`src/rtl/pipe_hazard_ctl.sv`:
```
// Pipeline interlock sequencer for the 4-stage CPU.
// Covers what forwarding cannot: load-use, multi-cycle data memory and taken
// branches. Control outputs are Mealy (state + inputs, zero latency); stall
// statistics are registered.
module pipe_hazard_ctl #(
    parameter int TIMEOUT = 16,   // max stall cycles of one memory access, >= 2
    parameter int CNT_W   = 16,
    parameter int R0_ZERO = 0
) (
    input  logic             clk,
    input  logic             rst,
    input  logic             MemRd_s,
    input  logic [3:0]       dest_s,
    input  logic [3:0]       src1_reg,
    input  logic [3:0]       src2_reg,
    input  logic             imm,
    input  logic             branch_taken,
    input  logic             mem_req,
    input  logic             mem_ack,
    input  logic             stat_clr,
    output logic             pc_en,
    output logic             ifid_en,
    output logic             ifid_flush,
    output logic             idex_bubble,
    output logic             exwb_en,
    output logic             mem_busy,
    output logic [CNT_W-1:0] stall_cnt,
    output logic             timeout_err
);

    localparam int WD_W = $clog2(TIMEOUT + 1);

    // Encoding is fixed so the bench can probe the state directly.
    typedef enum logic [1:0] {
        RUN     = 2'd0,
        LDSTALL = 2'd1,
        MEMWAIT = 2'd2
    } state_t;

    typedef struct packed {
        logic pc_en;
        logic ifid_en;
        logic ifid_flush;
        logic idex_bubble;
        logic exwb_en;
        logic mem_busy;
    } ctl_t;

    localparam ctl_t CTL_GO = '{pc_en: 1'b1, ifid_en: 1'b1, ifid_flush: 1'b0,
                                idex_bubble: 1'b0, exwb_en: 1'b1, mem_busy: 1'b0};
    localparam ctl_t CTL_FREEZE = '{pc_en: 1'b0, ifid_en: 1'b0, ifid_flush: 1'b0,
                                    idex_bubble: 1'b0, exwb_en: 1'b0, mem_busy: 1'b0};

    state_t          state, state_nxt;
    logic [WD_W-1:0] wd, wd_nxt;
    logic            to_set;
    logic            hazard;
    logic            memstall;
    ctl_t            ctl;

    // Normal-flow control: memory stall beats branch beats load-use.
    // A taken branch wins over the hazard because the dependent instruction
    // in ID is being killed anyway.
    function automatic ctl_t run_ctl(input logic ms, input logic br, input logic hz);
        ctl_t c;
        c = CTL_GO;
        if (ms) begin
            c = CTL_FREEZE;
        end else if (br) begin
            c.ifid_flush  = 1'b1;
            c.idex_bubble = 1'b1;
        end else if (hz) begin
            c.pc_en       = 1'b0;
            c.ifid_en     = 1'b0;
            c.idex_bubble = 1'b1;
        end
        return c;
    endfunction

    // Load-use detection; src2 is not read when the instruction uses an immediate.
    always_comb begin
        hazard = MemRd_s
               & ((dest_s == src1_reg) | (~imm & (dest_s == src2_reg)))
               & ~((R0_ZERO != 0) & (dest_s == 4'd0));
        memstall = mem_req & ~mem_ack;
    end

    // Mealy control outputs and next-state / watchdog logic.
    always_comb begin
        ctl       = CTL_GO;
        state_nxt = state;
        wd_nxt    = wd;
        to_set    = 1'b0;
        if (rst) begin
            // Outputs look like an idle RUN cycle while reset is held.
            ctl       = CTL_GO;
            state_nxt = RUN;
            wd_nxt    = '0;
        end else begin
            case (state)
                RUN: begin
                    ctl = run_ctl(memstall, branch_taken, hazard);
                    if (memstall) begin
                        state_nxt = MEMWAIT;
                        wd_nxt    = WD_W'(1);
                    end else if (!branch_taken && hazard) begin
                        state_nxt = LDSTALL;
                    end else begin
                        state_nxt = RUN;
                    end
                end
                LDSTALL: begin
                    // The load has moved on, so the hazard no longer applies.
                    ctl = run_ctl(memstall, branch_taken, 1'b0);
                    if (memstall) begin
                        state_nxt = MEMWAIT;
                        wd_nxt    = WD_W'(1);
                    end else begin
                        state_nxt = RUN;
                    end
                end
                MEMWAIT: begin
                    if (mem_ack) begin
                        // Access completes: the pipe moves this cycle under the
                        // normal rules. mem_req is not sampled here.
                        ctl       = run_ctl(1'b0, branch_taken, hazard);
                        state_nxt = RUN;
                        wd_nxt    = '0;
                    end else begin
                        ctl          = CTL_FREEZE;
                        ctl.mem_busy = 1'b1;
                        if (wd == WD_W'(TIMEOUT - 1)) begin
                            // Give up on the access and let the pipe run again.
                            to_set    = 1'b1;
                            state_nxt = RUN;
                            wd_nxt    = '0;
                        end else begin
                            wd_nxt = wd + WD_W'(1);
                        end
                    end
                end
                default: begin
                    state_nxt = RUN;
                    wd_nxt    = '0;
                end
            endcase
        end
    end

    // Busy drops in the acknowledge cycle, where the pipe is already moving and
    // may be flushing; busy and flush/bubble are therefore never seen together.
    always_comb begin
        pc_en       = ctl.pc_en;
        ifid_en     = ctl.ifid_en;
        ifid_flush  = ctl.ifid_flush;
        idex_bubble = ctl.idex_bubble;
        exwb_en     = ctl.exwb_en;
        mem_busy    = ctl.mem_busy;
    end

    // FSM state and memory watchdog; a reset drops any pending access.
    always_ff @(posedge clk or posedge rst) begin
        if (rst) begin
            state <= RUN;
            wd    <= '0;
        end else begin
            state <= state_nxt;
            wd    <= wd_nxt;
        end
    end

    // Stall statistics: saturating stall-cycle count and sticky timeout flag.
    // A timeout landing in the same cycle as a clear still leaves the flag set.
    always_ff @(posedge clk or posedge rst) begin
        if (rst) begin
            stall_cnt   <= '0;
            timeout_err <= 1'b0;
        end else begin
            if (stat_clr)
                stall_cnt <= '0;
            else if (!ctl.pc_en && (stall_cnt != {CNT_W{1'b1}}))
                stall_cnt <= stall_cnt + CNT_W'(1);

            if (to_set)
                timeout_err <= 1'b1;
            else if (stat_clr)
                timeout_err <= 1'b0;
        end
    end

    // Output invariants.
    a_flush_en: assert property (@(posedge clk) disable iff (rst)
                                 ifid_flush |-> ifid_en);
    a_busy_clean: assert property (@(posedge clk) disable iff (rst)
                                   mem_busy |-> (!ifid_flush && !idex_bubble));

endmodule

```
`config.mk`:
```
export PLATFORM = sky130hd
export DESIGN_NAME = pipe_hazard_ctl
export DESIGN_NICKNAME = d
export VERILOG_FILES = /design/src/rtl/pipe_hazard_ctl.sv
export SDC_FILE = /design/constraint.sdc
export NUM_CORES = 1
export LEC_CHECK = 0
export BUFFER_PORTS_ARGS = -buffer_cell sky130_fd_sc_hd__buf_2
export CORE_MARGIN = 1.5
export CORE_UTILIZATION = 51
export DETAILED_ROUTE_END_ITERATION = 12
export GPL_ROUTABILITY_DRIVEN = 0
export GPL_TIMING_DRIVEN = 1
export PLACE_DENSITY = 0.8
export SYNTH_ARGS = -nofsm -noshare
export SYNTH_HDL_FRONTEND = slang
export SYNTH_SLANG_ARGS = --single-unit
```
`constraint.sdc`:
```
create_clock -name clk -period 2.7 [get_ports clk]
set_input_delay 0.54 -clock clk [delete_from_list [all_inputs] [get_ports clk]]
set_output_delay 0.54 -clock clk [all_outputs]
set_load 0.02 [all_outputs]
```
==> key figures, run 1 <==
Critical path
  – RR Startpoint: stall_cnt[6]
  – R2r setup slk: 0.53 ns
  – Worst Path Arrival: 1.85 ns
  – WS Path Type: reg2out
  – R2R depth: 5
  – Worst EP required: about 2.2 ns
  – Largest fanout on the critical path: 18
  – Crit. End Element: output port
  – Crit start category: register
  – Reg2reg end: stall_cnt[13]

Final layout
  – Finished Layout Cells: roughly 240
  – Diodes inserted: 0
  – Design area: 0.001798 sq mm
  – Syn-to-layout area delta: 20.05%
  – Fin nets: about 230
  – Share of post-route cells with drive strength above 1: 0.2714

GRT
  – First-pass GRT wire length: 6058 um
  – Vias in the first global route: 1495
  – Gr ovfl total: 0
  – Largest net degree at the start of global routing: 24
  – Initial antenna violation count: 0
  – GRT Util Overall: 0.2320

STA
  – Final setup fails: 0
  – Final Max Slew Viols: 0
  – Final worst-path cycle share: 0.8863
  – Clk_skew: between 0.008 and 0.009 ns
  – Tmin final: ~2.4 ns
  – Sum Neg Setup Slack: 0 ns
  – Final hold vios: 0
  – Achievable Freq: approximately 0.42 GHz
  – Worst slew pin tran: a little over 0.5 ns
  – RSZ-0062 raised after global routing: false
  – Max_slew headroom: 0.6584

Synth
  – Sequential share of the synthesized area: 0.4010
  – Synth warn: 0
  – Synthesized instance count: approximately 170
  – Synth cell types: between 40 and 50
  – Post-synthesis instance area: about 0.0015 sq mm
  – Synth Net Count: about 190
  – Avg Inst Size Synth: 9.022 sq um
  – Synth Register Bits: 24

Die
  – Die Area: ~0.0033 sq mm
  – Core area: approximately 0.0028 sq mm
  – I/O pins: 43
  – Starting Density: 0.5385
  – Standard-cell rows: 19
  – Die Width: between 50 and 60 um
  – Die Ht: ~57 um

Worst hold path
  – Hold crit path type: in2async

Route
  – ANT nets after route: 0
  – Initial detailed-routing violation count: 40
  – Residual DRC: 0
  – DRT Pass-1 Iters: 4
  – Via count: ~1400
  – Average vias per placed instance: about 6
  – DR WL/cell: around 15 um
  – Final wirelength: about 3600 um

Pwr
  – Worst vdd ir: 395.8 uV
  – Power Dens Cells: 403.6 mW/mm^2
  – Pwr Total: between 700 and 800 uW
  – Static Leak: around 0.00082 uW

Clock network
  – Hold_buf cts: 0
  – Clock Latency Late Sink: between 0.3 and 0.4 ns
  – CTS tree: built
  – Clock root cell: clkbuf_4
  – TritonCTS buffer count: 3
  – CTS H-tree lvls: 1
  – Post-CTS sizing: 0
  – Clock Pin Slew Worst Setup and Hold Paths: about 0.13 ns
  – Longest Clk Path Bufs: 2
  – Clock sink count: 24
  – Post-CTS setup buffers: 0

Place
  – Dpl hpwl: around 2700 um
  – Inst Count DP: 237
  – Area after DPL: around 0.0017 sq mm
  – Port-buffer cells: 42

Run
  – Max-capacitance violation count: 0

Status
  – Status: complete, no violations
layout by cell type (no fill, tap or decap), types with 2 or more instances in the layout:
cell type	Yosys	final
inv_1	6	6
a32o_1	2	2
nand2b_1	6	6
nand3_1	8	8
or4_1	6	6
a21oi_1	11	11
o21ai_0	8	8
nor3_1	4	4
nor2_1	15	15
or3_1	5	5
buf_4	2	4
o31ai_1	3	3
o22ai_1	2	2
nand2_1	12	12
xnor2_1	8	8
ha_1	2	2
nand4_1	3	3
o21a_1	2	2
buf_2	1	42
nand4b_1	4	4
mux2_1	4	4
dfrtp_1	24	24
clkbuf_4	0	3
nor2b_1	6	6
Yosys cell counts (all sizes together):
library cell	count	area (sq um)
a21oi	12	63.81
nand3b	1	7.510
nor3	5	30.03
buf	3	20.01
or3b	1	8.760
clkbuf	3	11.26
nand4	3	18.77
o21ai	8	40.04
and4	1	8.760
o32a	1	10.01
or4	6	45.04
a211oi	1	7.510
o41ai	1	8.760
nand3	8	40.04
inv	6	22.52
nor4	1	6.260
ha	2	25.02
o21ba	1	10.01
nor2b	7	46.30
mux2	5	56.30
and3	1	6.260
nand4b	4	35.03
o22ai	2	12.51
or3	5	31.28
nor2	15	56.30
nor4b	1	8.760
a31oi	1	6.260
dfrtp	24	600.6
o21bai	1	11.26
nand2b	6	37.54
o221ai	1	15.01
a31o	1	8.760
o21a	2	15.01
a32o	2	20.02
nand2	12	45.04
xor2	1	8.760
o31ai	3	22.52
xnor2	8	70.07
per-stage QoR:
| step | hold WS [ns] | setup slack (ns) | utilization |
|---|---|---|---|
| 2_1_floorplan | 0.4484 | 0.3658 | - |
| 3_3_place_gp | 0.4543 | 0.5320 | 0.6275 |
| 3_5_place_dp | 0.4693 | 0.4422 | 0.6275 |
| 4_1_cts | 0.1178 | 0.3083 | 0.6464 |
| 5_1_grt | 0.1198 | 0.1581 | 0.6464 |
| 6_report | 0.1213 | 0.3070 | 0.6464 |
routing by layer:
layer,global-route usage,vias to the layer above,share of wire
met4,0.07309,0,0.0078
met2,0.4713,30,0.57
met3,0.02268,4,0.022
met5,0,-,0
met1,0.2453,707,0.40
li1,-,701,-
cell type report:
class,count,area [sq um]
inverters,6,22.52
flip-flops and latches,24,600.6
clock inverters,1,30.03
well taps,31,38.79
clock buffers,3,22.52
fillers,245,983.4
repair buffers,46,240.2
multi-input cells,130,843.3
registers in the layout (all words and copies together) (netlist names):
name	cells
wd	5
stall_cnt	16
state	2
timeout_err	1
worst max-delay path: stages (launching register included):
cell and delay (ns):
dfrtp_1 0.49, nor2_1 0.16, o21bai_2 0.10, nand2b_1 0.17, o221ai_2 0.18, buf_4 0.24
buf_2 0.19
worst max-delay path by stage:
stage	startpoint	endpoint	slack, ns	depth (start not counted)
after CTS	state[1]	pc_en	0.31	6
after detailed placement	mem_ack	stall_cnt[12]	0.44	7
after floorplan	mem_req	pc_en	0.37	6
after global placement	dest_s[3]	stall_cnt[12]	0.53	7
after global routing	state[1]	ifid_en	0.16	6
final	state[1]	pc_en	0.31	6
cell families (layout without fill, tap and decap cells):
family | Yosys count | in the layout | synth area share
DFF | 24 | 24 | 0.4010
AOI/OAI and AO/OA | 37 | 37 | 0.1679
adders and majority gates | 2 | 2 | 0.01671
muxes | 5 | 5 | 0.03759
and+or+nand+nor | 77 | 77 | 0.2882
xor gates and xnor gates | 9 | 9 | 0.05263
buffers and inverters | 12 | 56 | 0.03592
power by group:
group | leakage (uW) | internal [uW] | total [uW] | switching, uW
registers | 0.000334 | 363 | 367 | 4.65
clock network | 0.0000279 | 150 | 264 | 114
logic | 0.000456 | 38.5 | 94.2 | 55.7
(Power assumes the default switching activity.)
==> inputs of run 2 (changes only) <==
CORE_UTILIZATION = 25   (was 51)
PLACE_DENSITY = 0.45   (was 0.8)
==> run 2 against run 1 <==
Die area increased by 98%. Sequential power barely moved. Via count down 4.6%. Combinational power hardly changed.
==> key figures, run 2 (synthesized netlist as in run 1, its figures left out) <==
Die
  – Standard-cell rows: 28 (was 19)
  – Die Width: 80.40 um (was 57.19 um)
  – Starting Density: 0.2560 (was 0.5385)
  – I/O pins: 43 (unchanged)
  – Die Ht: 80.40 um (was 57.19 um)
  – Core area: 0.005851 sq mm (was 0.002781 sq mm)
  – Die Area: 0.006464 sq mm (was 0.003271 sq mm)

Clock network
  – Post-CTS setup buffers: 0 (unchanged)
  – CTS H-tree lvls: 1 (unchanged)
  – CTS tree: built (unchanged)
  – Clock sink count: 24 (unchanged)
  – Post-CTS sizing: 0 (unchanged)
  – Clock Latency Late Sink: 0.27 ns (was 0.32 ns)
  – TritonCTS buffer count: 3 (unchanged)
  – Clock root cell: clkbuf_8 (was clkbuf_4)
  – Longest Clk Path Bufs: 2 (unchanged)
  – Clock Pin Slew Worst Setup and Hold Paths: 0.09 ns (was 0.13 ns)
  – Hold_buf cts: 0 (unchanged)

Route
  – DR WL/cell: 12.71 um (was 14.82 um)
  – ANT nets after route: 0 (unchanged)
  – Final wirelength: 3623 um (was 3572 um)
  – Via count: 1376 (was 1442)
  – WL met3: 204 um (was 80 um)
  – Average vias per placed instance: 4.828 (was 5.983)
  – Met2 wire len: 1607 um (was 2027 um)
  – Post-Route M1 WL: 1795 um (was 1435 um)
  – DRT Pass-1 Iters: 4 (unchanged)
  – Residual DRC: 0 (unchanged)
  – Highest routed layer: met4 (unchanged)
  – Initial detailed-routing violation count: 58 (was 40)

Status
  – Status: complete, no violations (unchanged)

Critical path
  – Crit start category: register (unchanged)
  – R2R depth: 5 (unchanged)
  – R2r setup slk: 0.56 ns (was 0.53 ns)
  – WS Path Type: reg2out (unchanged)
  – Largest fanout on the critical path: 8 (was 18)
  – Reg2reg end: stall_cnt[13] (unchanged)
  – Worst EP required: 2.16 ns (about the same)
  – Worst Path Arrival: 1.73 ns (was 1.85 ns)
  – Crit. End Element: output port (unchanged)
  – RR Startpoint: stall_cnt[5] (was stall_cnt[6])

GRT
  – Initial antenna violation count: 0 (unchanged)
  – Vias in the first global route: 1239 (was 1495)
  – First-pass GRT wire length: 5927 um (was 6058 um)
  – Largest net degree at the start of global routing: 24 (unchanged)
  – Gr ovfl total: 0 (unchanged)
  – GRT Util Overall: 0.1159 (was 0.2320)

Final layout
  – Max reg flops: 16 (unchanged)
  – Util after Layout: 0.3172 (was 0.6464)
  – Largest Register: stall_cnt (unchanged)
  – Fill cells: 619 (was 245)
  – Most frequent cells in the layout: 42 x buf_2, 24 x dfrtp_1, 15 x nor2_1 (unchanged)
  – Share of post-route cells with drive strength above 1: 0.2714 (unchanged)
  – Fin nets: 233 (unchanged)
  – Top Registers: stall_cnt: 16 flops, wd: 5 flops, state: 2 flops (unchanged)
  – Most common cell after layout, fill and taps aside: buf_2 (unchanged)
  – Syn-to-layout area delta: 23.89% (was 20.05%)
  – Diodes inserted: 0 (unchanged)

STA
  – Final worst-path cycle share: 0.8404 (was 0.8863)
  – Max_slew headroom: 0.5785 (was 0.6584)
  – RSZ-0062 raised after global routing: false (unchanged)
  – Worst slew pin tran: 0.6274 ns (was 0.5085 ns)
  – Clk_skew: 0.004306 ns (was 0.008389 ns)
  – Tmin final: 2.269 ns (was 2.393 ns)
  – Final Max Slew Viols: 0 (unchanged)
  – Sum Neg Setup Slack: 0 ns (unchanged)
  – Final hold vios: 0 (unchanged)
  – Achievable Freq: 0.4407 GHz (was 0.4179 GHz)
  – Final setup fails: 0 (unchanged)

Run
  – Max-capacitance violation count: 0 (unchanged)

Pwr
  – Power Dens Cells: 382.0 mW/mm^2 (was 403.6 mW/mm^2)
  – Worst vdd ir: 179.5 uV (was 395.8 uV)
  – Static Leak: 0.0008186 uW (was 0.0008177 uW)

Worst hold path
  – Hold crit path type: in2async (unchanged)

Place
  – Dpl hpwl: 2757 um (was 2662 um)
  – Port-buffer cells: 42 (unchanged)
[run 2: changes by cell type in the layout (fill, tap and decap cells not counted), sizes merged]
cell	before	now
bufinv	1	0
clkbuf	3	4
[run 2: where the power goes]
group / internal, uW / total (uW) / switching, uW
Combinational: 38.4 / 94.0 / 55.6
Clock: 130 / 248 / 118
Sequential: 362 / 367 / 4.63
[run 2: worst max-delay path, cell delays in order (launching register included)]
cell	delay, ns
dfrtp_1	0.46
nor2_1	0.16
o21bai_2	0.11
nand2b_1	0.17
o221ai_2	0.32
buf_2	0.25
[run 2: metrics by stage]
| stage | instance area (sq um) | instances | hold slack (ns) | setup slack [ns] | total power (uW) |
|---|---|---|---|---|---|
| global placement | 1800 | 281 | 0.4772 | 0.4077 | 470.9 |
| CTS | 1856 | 285 | 0.1688 | 0.4026 | 726.1 |
| detailed placement | 1800 | 281 | 0.4682 | 0.3819 | 469.7 |
| finish | 1856 | 285 | 0.1857 | 0.4311 | 708.8 |
| floorplan | 1498 | 166 | 0.4484 | 0.3658 | 431.9 |
| global route | 1856 | 285 | 0.1776 | 0.2934 | 750.4 |
[run 2: how the worst max path moves through the flow]
| stage | from | endpoint | slack (ns) | cells past startpoint |
|---|---|---|---|---|
| floorplan | mem_req | pc_en | 0.37 | 6 |
| global placement | dest_s[3] | stall_cnt[12] | 0.41 | 7 |
| detailed placement | dest_s[3] | stall_cnt[12] | 0.38 | 7 |
| CTS | state[1] | pc_en | 0.40 | 5 |
| global route | state[1] | pc_en | 0.29 | 5 |
| finish | state[1] | pc_en | 0.43 | 5 |
[run 2: cell type report]
cell class | count | area, sq um | area share
clock buffer | 4 | 55.05 | 0.02967
inverter | 6 | 22.52 | 0.01214
multi-input combinational | 130 | 843.3 | 0.4545
sequential | 24 | 600.6 | 0.3237
tap | 75 | 93.84 | 0.05057
timing repair buffer | 46 | 240.2 | 0.1295
[run 2: routing by layer]
metal / vias to the layer above / GRT usage
met4: 0 / 0.03793
li1: 701 / -
met2: 35 / 0.1739
met5: - / 0
met3: 2 / 0.03182
met1: 638 / 0.1594
